--- src/rtl/dbg_cmd_pkg.sv ---
// Shared definitions for the debug command scheduler and the dbg_guv command decode.
package dbg_cmd_pkg;

    // Command word width carried on the dbg_guv cmd_in stream.
    localparam int CMD_WIDTH = 32;

    // Command word field layout, shared with the dbg_guv decoder.
    localparam int CMD_OP_LSB  = 0;
    localparam int CMD_OP_W    = 8;
    localparam int CMD_ARG_LSB = 8;
    localparam int CMD_ARG_W   = 24;

    // Scheduler states: IDLE arbitrates, LOCK forwards one requester's packet.
    typedef enum logic {
        IDLE = 1'b0,
        LOCK = 1'b1
    } sched_state_t;

endpackage

--- src/rtl/dbg_cmd_sched_rr_arbiter.sv ---
// Combinational round-robin arbiter: picks the first requesting index after the
// previously granted one, wrapping around.
module rr_arbiter #(
    parameter int NUM_REQ = 4,
    parameter int IDX_W   = $clog2(NUM_REQ)
) (
    input  logic [NUM_REQ-1:0] req_i,
    input  logic [IDX_W-1:0]   last_idx_i,
    output logic               gnt_valid_o,
    output logic [IDX_W-1:0]   gnt_idx_o
);

    logic [IDX_W-1:0] cand_idx;

    // Scan from last_idx+1 upward (modulo NUM_REQ); the first hit wins.
    always_comb begin
        gnt_valid_o = 1'b0;
        gnt_idx_o   = '0;
        cand_idx    = '0;
        for (int off = 1; off <= NUM_REQ; off++) begin
            cand_idx = IDX_W'((int'(last_idx_i) + off) % NUM_REQ);
            if (!gnt_valid_o && req_i[cand_idx]) begin
                gnt_valid_o = 1'b1;
                gnt_idx_o   = cand_idx;
            end
        end
    end

endmodule

--- src/rtl/dbg_cmd_sched.sv ---
// Command scheduler: merges NUM_REQ requester command streams onto a single
// registered cmd_out stream with round-robin arbitration, TLAST packet lock,
// a minimum inter-command gap and a stalled-requester timeout.
module dbg_cmd_sched
    import dbg_cmd_pkg::*;
#(
    parameter int NUM_REQ    = 4,
    parameter int CMD_WIDTH  = dbg_cmd_pkg::CMD_WIDTH,
    parameter int GAP_CYCLES = 4,
    parameter int TIMEOUT    = 256,
    parameter int CNT_WIDTH  = 16
) (
    input  logic                           clk,
    input  logic                           rst,
    input  logic [NUM_REQ*CMD_WIDTH-1:0]   req_TDATA,
    input  logic [NUM_REQ-1:0]             req_TLAST,
    input  logic [NUM_REQ-1:0]             req_TVALID,
    output logic [NUM_REQ-1:0]             req_TREADY,
    output logic [CMD_WIDTH-1:0]           cmd_out_TDATA,
    output logic                           cmd_out_TLAST,
    output logic                           cmd_out_TVALID,
    input  logic                           cmd_out_TREADY,
    output logic [$clog2(NUM_REQ)-1:0]     grant_id,
    output logic                           busy,
    output logic                           err_timeout,
    output logic [CNT_WIDTH-1:0]           issued_cnt
);

    localparam int IDX_W = $clog2(NUM_REQ);
    localparam int GAP_W = (GAP_CYCLES > 0) ? $clog2(GAP_CYCLES + 1) : 1;
    localparam int TO_W  = $clog2(TIMEOUT + 1);

    sched_state_t           state_q;
    logic [IDX_W-1:0]       grant_q;
    logic [IDX_W-1:0]       rr_ptr_q;
    logic                   out_v_q;
    logic [CMD_WIDTH-1:0]   out_data_q;
    logic                   out_last_q;
    logic [GAP_W-1:0]       gap_cnt_q;
    logic [GAP_W-1:0]       gap_cnt_d;
    logic [TO_W-1:0]        to_cnt_q;
    logic [CNT_WIDTH-1:0]   issued_cnt_q;
    logic [CNT_WIDTH-1:0]   issued_cnt_d;
    logic                   err_timeout_q;

    logic [CMD_WIDTH-1:0]   req_word [NUM_REQ];
    logic                   arb_valid;
    logic [IDX_W-1:0]       arb_idx;
    logic                   lock_ready;
    logic                   accept;
    logic                   stall;
    logic                   out_hs;

    // Unpack the flat requester bus and steer TREADY to the granted requester only.
    genvar gi;
    generate
        for (gi = 0; gi < NUM_REQ; gi++) begin : g_req
            assign req_word[gi]   = req_TDATA[gi*CMD_WIDTH +: CMD_WIDTH];
            assign req_TREADY[gi] = lock_ready && (grant_q == IDX_W'(gi));
        end
    endgenerate

    rr_arbiter #(
        .NUM_REQ (NUM_REQ),
        .IDX_W   (IDX_W)
    ) u_arb (
        .req_i       (req_TVALID),
        .last_idx_i  (rr_ptr_q),
        .gnt_valid_o (arb_valid),
        .gnt_idx_o   (arb_idx)
    );

    // Ready depends only on registered state so TREADY never waits on TVALID.
    assign lock_ready = (state_q == LOCK) && !out_v_q && (gap_cnt_q == '0);
    assign accept     = lock_ready && req_TVALID[grant_q];
    assign stall      = lock_ready && !req_TVALID[grant_q];
    assign out_hs     = out_v_q && cmd_out_TREADY;

    // Gap reload on every output handshake, saturating issued-command count.
    always_comb begin
        gap_cnt_d    = gap_cnt_q;
        issued_cnt_d = issued_cnt_q;
        if (out_hs) begin
            gap_cnt_d = GAP_W'(GAP_CYCLES);
            if (issued_cnt_q != '1) begin
                issued_cnt_d = issued_cnt_q + CNT_WIDTH'(1);
            end
        end else if (gap_cnt_q != '0) begin
            gap_cnt_d = gap_cnt_q - GAP_W'(1);
        end
    end

    // Scheduler FSM with output register, timeout counter and registered status outputs.
    always_ff @(posedge clk or posedge rst) begin
        if (rst) begin
            state_q       <= IDLE;
            grant_q       <= '0;
            rr_ptr_q      <= IDX_W'(NUM_REQ - 1);
            out_v_q       <= 1'b0;
            out_data_q    <= '0;
            out_last_q    <= 1'b0;
            gap_cnt_q     <= '0;
            to_cnt_q      <= '0;
            issued_cnt_q  <= '0;
            err_timeout_q <= 1'b0;
        end else begin
            err_timeout_q <= 1'b0;
            gap_cnt_q     <= gap_cnt_d;
            issued_cnt_q  <= issued_cnt_d;

            // Accept and handshake are mutually exclusive (accept needs out_v == 0).
            if (accept) begin
                out_v_q <= 1'b1;
            end else if (out_hs) begin
                out_v_q <= 1'b0;
            end

            unique case (state_q)
                IDLE: begin
                    if (arb_valid) begin
                        grant_q  <= arb_idx;
                        to_cnt_q <= '0;
                        state_q  <= LOCK;
                    end
                end
                LOCK: begin
                    if (accept) begin
                        out_data_q <= req_word[grant_q];
                        out_last_q <= req_TLAST[grant_q];
                        to_cnt_q   <= '0;
                        if (req_TLAST[grant_q]) begin
                            rr_ptr_q <= grant_q;
                            state_q  <= IDLE;
                        end
                    end else if (stall) begin
                        // Only genuine requester stalls count; gap/out-full waits do not.
                        if (to_cnt_q == TO_W'(TIMEOUT - 1)) begin
                            to_cnt_q      <= '0;
                            err_timeout_q <= 1'b1;
                            rr_ptr_q      <= grant_q;
                            state_q       <= IDLE;
                        end else begin
                            to_cnt_q <= to_cnt_q + TO_W'(1);
                        end
                    end
                end
                default: state_q <= IDLE;
            endcase
        end
    end

    assign cmd_out_TDATA  = out_data_q;
    assign cmd_out_TLAST  = out_last_q;
    assign cmd_out_TVALID = out_v_q;
    assign grant_id       = grant_q;
    assign busy           = (state_q != IDLE) || out_v_q;
    assign err_timeout    = err_timeout_q;
    assign issued_cnt     = issued_cnt_q;

endmodule

--- config.mk ---
export PLATFORM = sky130hd
export DESIGN_NAME = dbg_cmd_sched
export DESIGN_NICKNAME = d
export VERILOG_FILES = /design/src/rtl/dbg_cmd_pkg.sv /design/src/rtl/dbg_cmd_sched_rr_arbiter.sv /design/src/rtl/dbg_cmd_sched.sv
export SDC_FILE = /design/constraint.sdc
export NUM_CORES = 1
export LEC_CHECK = 0
export CAP_MARGIN = 10
export CORE_MARGIN = 4
export CORE_UTILIZATION = 44
export CTS_BUF_LIST = sky130_fd_sc_hd__clkbuf_8 sky130_fd_sc_hd__clkbuf_16
export DETAILED_ROUTE_END_ITERATION = 6
export GPL_TIMING_DRIVEN = 0
export PLACE_DENSITY_LB_ADDON = 0.12
export REMOVE_ABC_BUFFERS = 1
export SYNTH_ARGS = -nofsm -noshare
export SYNTH_HDL_FRONTEND = slang
export SYNTH_SLANG_ARGS = --single-unit
--- constraint.sdc ---
create_clock -name clk -period 4.8 [get_ports clk]
set_input_delay 1.44 -clock clk [delete_from_list [all_inputs] [get_ports clk]]
set_output_delay 1.44 -clock clk [all_outputs]
set_load 0.01 [all_outputs]
==> impl_results.md <==
- Hold-fix buffers at CTS: 0
- Pwr Total: just under 3 mW
- Complex-gate fraction of the synthesized area: 0.0635
- First-pass GRT wire length: 17,300 µm
- Clk slew on worst S/H paths: roughly 60 ps
- R2r startpoint: grant_id[1]
- Crit path launch type: flip-flop
- Crit path arrival time: approximately 2100 ps
- Async SR Flop Fraction: 1.00
- Reg2reg path depth: 4
- Placement row count: 34
- Number of setup buffers added after CTS: 0
- Via count: about 3.4k
- Sequential area share after synthesis: 0.439
- Synthesized area: roughly 3900 µm²
- Hold WS: 503 ps
- Max incr delay on CP: around 580 ps
- RR Endpoint: cmd_out_TDATA[14]
- CP Data Required Time: about 3400 ps
- Type of the most critical hold path: flip-flop to flip-flop
- Setup ws final: between 1000 and 1500 ps
- Post-Synth Adder-Cell Area: 0.0129
- Initial antenna violation count: 0
- Layout cells sized above 1: 0.198
- Levels on crit path: 5
- GP Congestion: 0.860
- Initial core utilization: 0.449
- Final design utilization: 0.711
- Die X: slightly above 100 µm
- CTS Buf Count: 9
- Resized Gates After CTS: 0
- RSZ-0062 raised after global routing: false
- Area post-placement: slightly below 6000 µm²
- CTS tree: done
- Critical Path End Type: primary output
- Largest net degree at the start of global routing: 69
- Placed insts: approximately 590
- Reg-to-reg slack, setup: 2100 ps
- Maximum clock path buffer count: 2
- Area delta synth->final: 58.3%
- Syn Area/Cell: roughly 13 µm²
- Synthesized flop and latch total: roughly 70
- Critical path type: flip-flop to primary output
- Worst Tran Pin Value: approximately 880 ps
- Max rail drop VDD: 0.274 mV
- Simple-gate share of the synthesized area: 0.113
- Critical path startpoint: gap_cnt_q[0]
- Setup TNS: 0 ps
- # clock sinks: between 60 and 70
- Pwr/cell area: 484 nW/µm²
- Die H: 102 µm
- Core region area: 8640 µm²
- Crit path max-delay family: buffers and inverters
- CP max-delay cell: clkdlybuf4s50_1
- Ant diodes: 0
- CTS root buf: clkbuf_8
- Final count of negative-setup-slack endpoints: 0
- Top-area cell type share of the netlist area: 0.426
- Main combinational cell family by area after synthesis: multiplexers
- Fillers: ~620
- F_max: between 200 and 300 MHz
- Drt pass-1 iters: 4
- # IOs: roughly 200
- Initial DRC Count: roughly 150
- PortBufs: roughly 200
- Ys Warns: 0
- Static leakage: around 2.5 nW
- Grt ovf: 0
- Setup crit end: req_TREADY[0]
- Minimum clock period: around 3500 ps
- Design Area, Final: roughly 6100 µm²
- Status: finished, final reports clean
- Post-Synth XOR/XNOR Area: 0.0293
- Clk_skew: between 4 and 5 ps
- Nets: 639
- Slew Limit Headroom: 0.411
- CP Buf/Inv Count: 2
- CP max FO: 6
- DRT Wirelength: ~12,000 µm
- Total Routing Usage GR: 0.217
- Largest area contributor in the netlist: dfrtp_1
- Area contributors post-synth: dfrtp_1 43%, mux4_2 20%, mux2_2 11%
- Cells after Synth: 301
- DRC viols: 0
- Mux cell area share after synthesis: 0.315
- Main synth FF type: dfrtp_1
- Place WS: ~1000 ps
- Via-to-Cell Ratio: around 5.6
- Vias in the first global route: around 3.4k
- Dpl hpwl: 9100 µm
- Finished Layout Cells: 607
- Synth cell types: 44
- Post-synth EDFFs: 0
- Crit-path cells: inv_1 > ha_1 > nand4bb_1 > nor3_1 > clkdlybuf4s50_1
- Routed Antenna Nets: 0
- Worst-skew pair later-pin latency: about 330 ps
- DR WL/cell: between 15 and 20 µm
- Die area: between 10,000 and 15,000 µm²
- H-Tree Depth: 3
- Final Hold Vio Count: 0
- Max-cap viol count: 0
- Slew Viols, Final: 0
- Tcrit/Tclk final: 0.734
[how the worst min path moves through the flow]
stage / slack [ps] / depth (start not counted) / startpoint / endpoint
floorplan: 470 / 1 / gap_cnt_q[2] / gap_cnt_q[2]
global placement: 490 / 1 / cmd_out_TDATA[28] / cmd_out_TDATA[28]
detailed placement: 490 / 1 / cmd_out_TDATA[2] / cmd_out_TDATA[2]
CTS: 510 / 1 / cmd_out_TDATA[2] / cmd_out_TDATA[2]
global route: 530 / 1 / cmd_out_TDATA[5] / cmd_out_TDATA[5]
finish: 500 / 1 / cmd_out_TDATA[31] / cmd_out_TDATA[31]
[sequential cells by signal, indices dropped and copies added (netlist names)]
name / cells
cmd_out_TLAST: 1
gap_cnt_q: 3
state_q: 1
rr_ptr_q: 2
cmd_out_TVALID: 1
issued_cnt: 16
cmd_out_TDATA: 32
grant_id: 2
err_timeout: 1
to_cnt_q: 9
[cell families (layout without fill, tap and decap cells)]
kind of cell | Yosys count | in the layout
buffers and inverters | 23 | 221
multiplexers | 74 | 74
adder cells (fa/ha/maj) | 4 | 4
flip-flops | 68 | 68
AND/OR/NAND/NOR | 79 | 79
XOR/XNOR | 13 | 13
AO/OA/AOI/OAI | 40 | 40
[cell usage in the layout (no fill, tap or decap), types with 2 or more instances in the layout]
cell type	n
ha_1	4
mux2_2	38
dfrtp_2	2
xnor2_1	4
a22oi_1	4
buf_12	2
and4_1	3
nand2_1	17
clkbuf_8	11
inv_1	9
a211oi_1	3
nand4b_1	2
mux4_2	34
a21oi_1	10
xor2_1	9
nand3b_1	2
dfrtp_1	64
nand2b_1	4
mux2_4	2
nand3_1	10
o21a_1	3
dfstp_2	2
nor3_1	8
nand4_1	7
a221oi_1	2
and3_1	3
clkdlybuf4s50_1	196
nor2_1	13
o21ai_0	13
[synthesized netlist by cell type (5+ instances only)]
cell,number
dfrtp_1,66
mux2_2,38
mux4_2,34
nand2_1,17
nor2_1,13
o21ai_0,13
a21oi_1,10
nand3_1,10
inv_1,9
xor2_1,9
nor3_1,8
nand4_1,7
clkbuf_1,5
[layout make-up]
type,instances,area [µm²],area share
inverter,9,36.3,0.00591
tap,108,135,0.0220
clock buffer,11,151,0.0246
timing repair buffer,198,2000,0.326
multi-input combinational,210,2070,0.337
sequential,68,1710,0.278
clock inverter,3,38.8,0.00631
[metal layers]
layer	vias to the layer above	share of wire	wire length, µm	track usage
met2	139	0.53	6160	0.371
met3	16	0.071	827	0.0580
met4	0	0.019	221	0.0626
met1	1702	0.38	4380	0.273
li1	1542	-	-	-
met5	-	0	0	0
[report_power, final]
group | switching [mW] | leakage (nW) | total, mW | internal (mW)
Sequential | 0.192 | 0.836 | 0.984 | 0.793
Clock | 0.198 | 0.102 | 0.458 | 0.260
Combinational | 0.603 | 1.56 | 1.53 | 0.930
[worst reg2reg max path: stages, from the launching register on]
cell	delay [ps]
dfrtp_2	600
buf_12	250
mux4_2	610
nand2_2	670
mux2_2	460
Note: power is estimated with default switching activity, not from simulation.
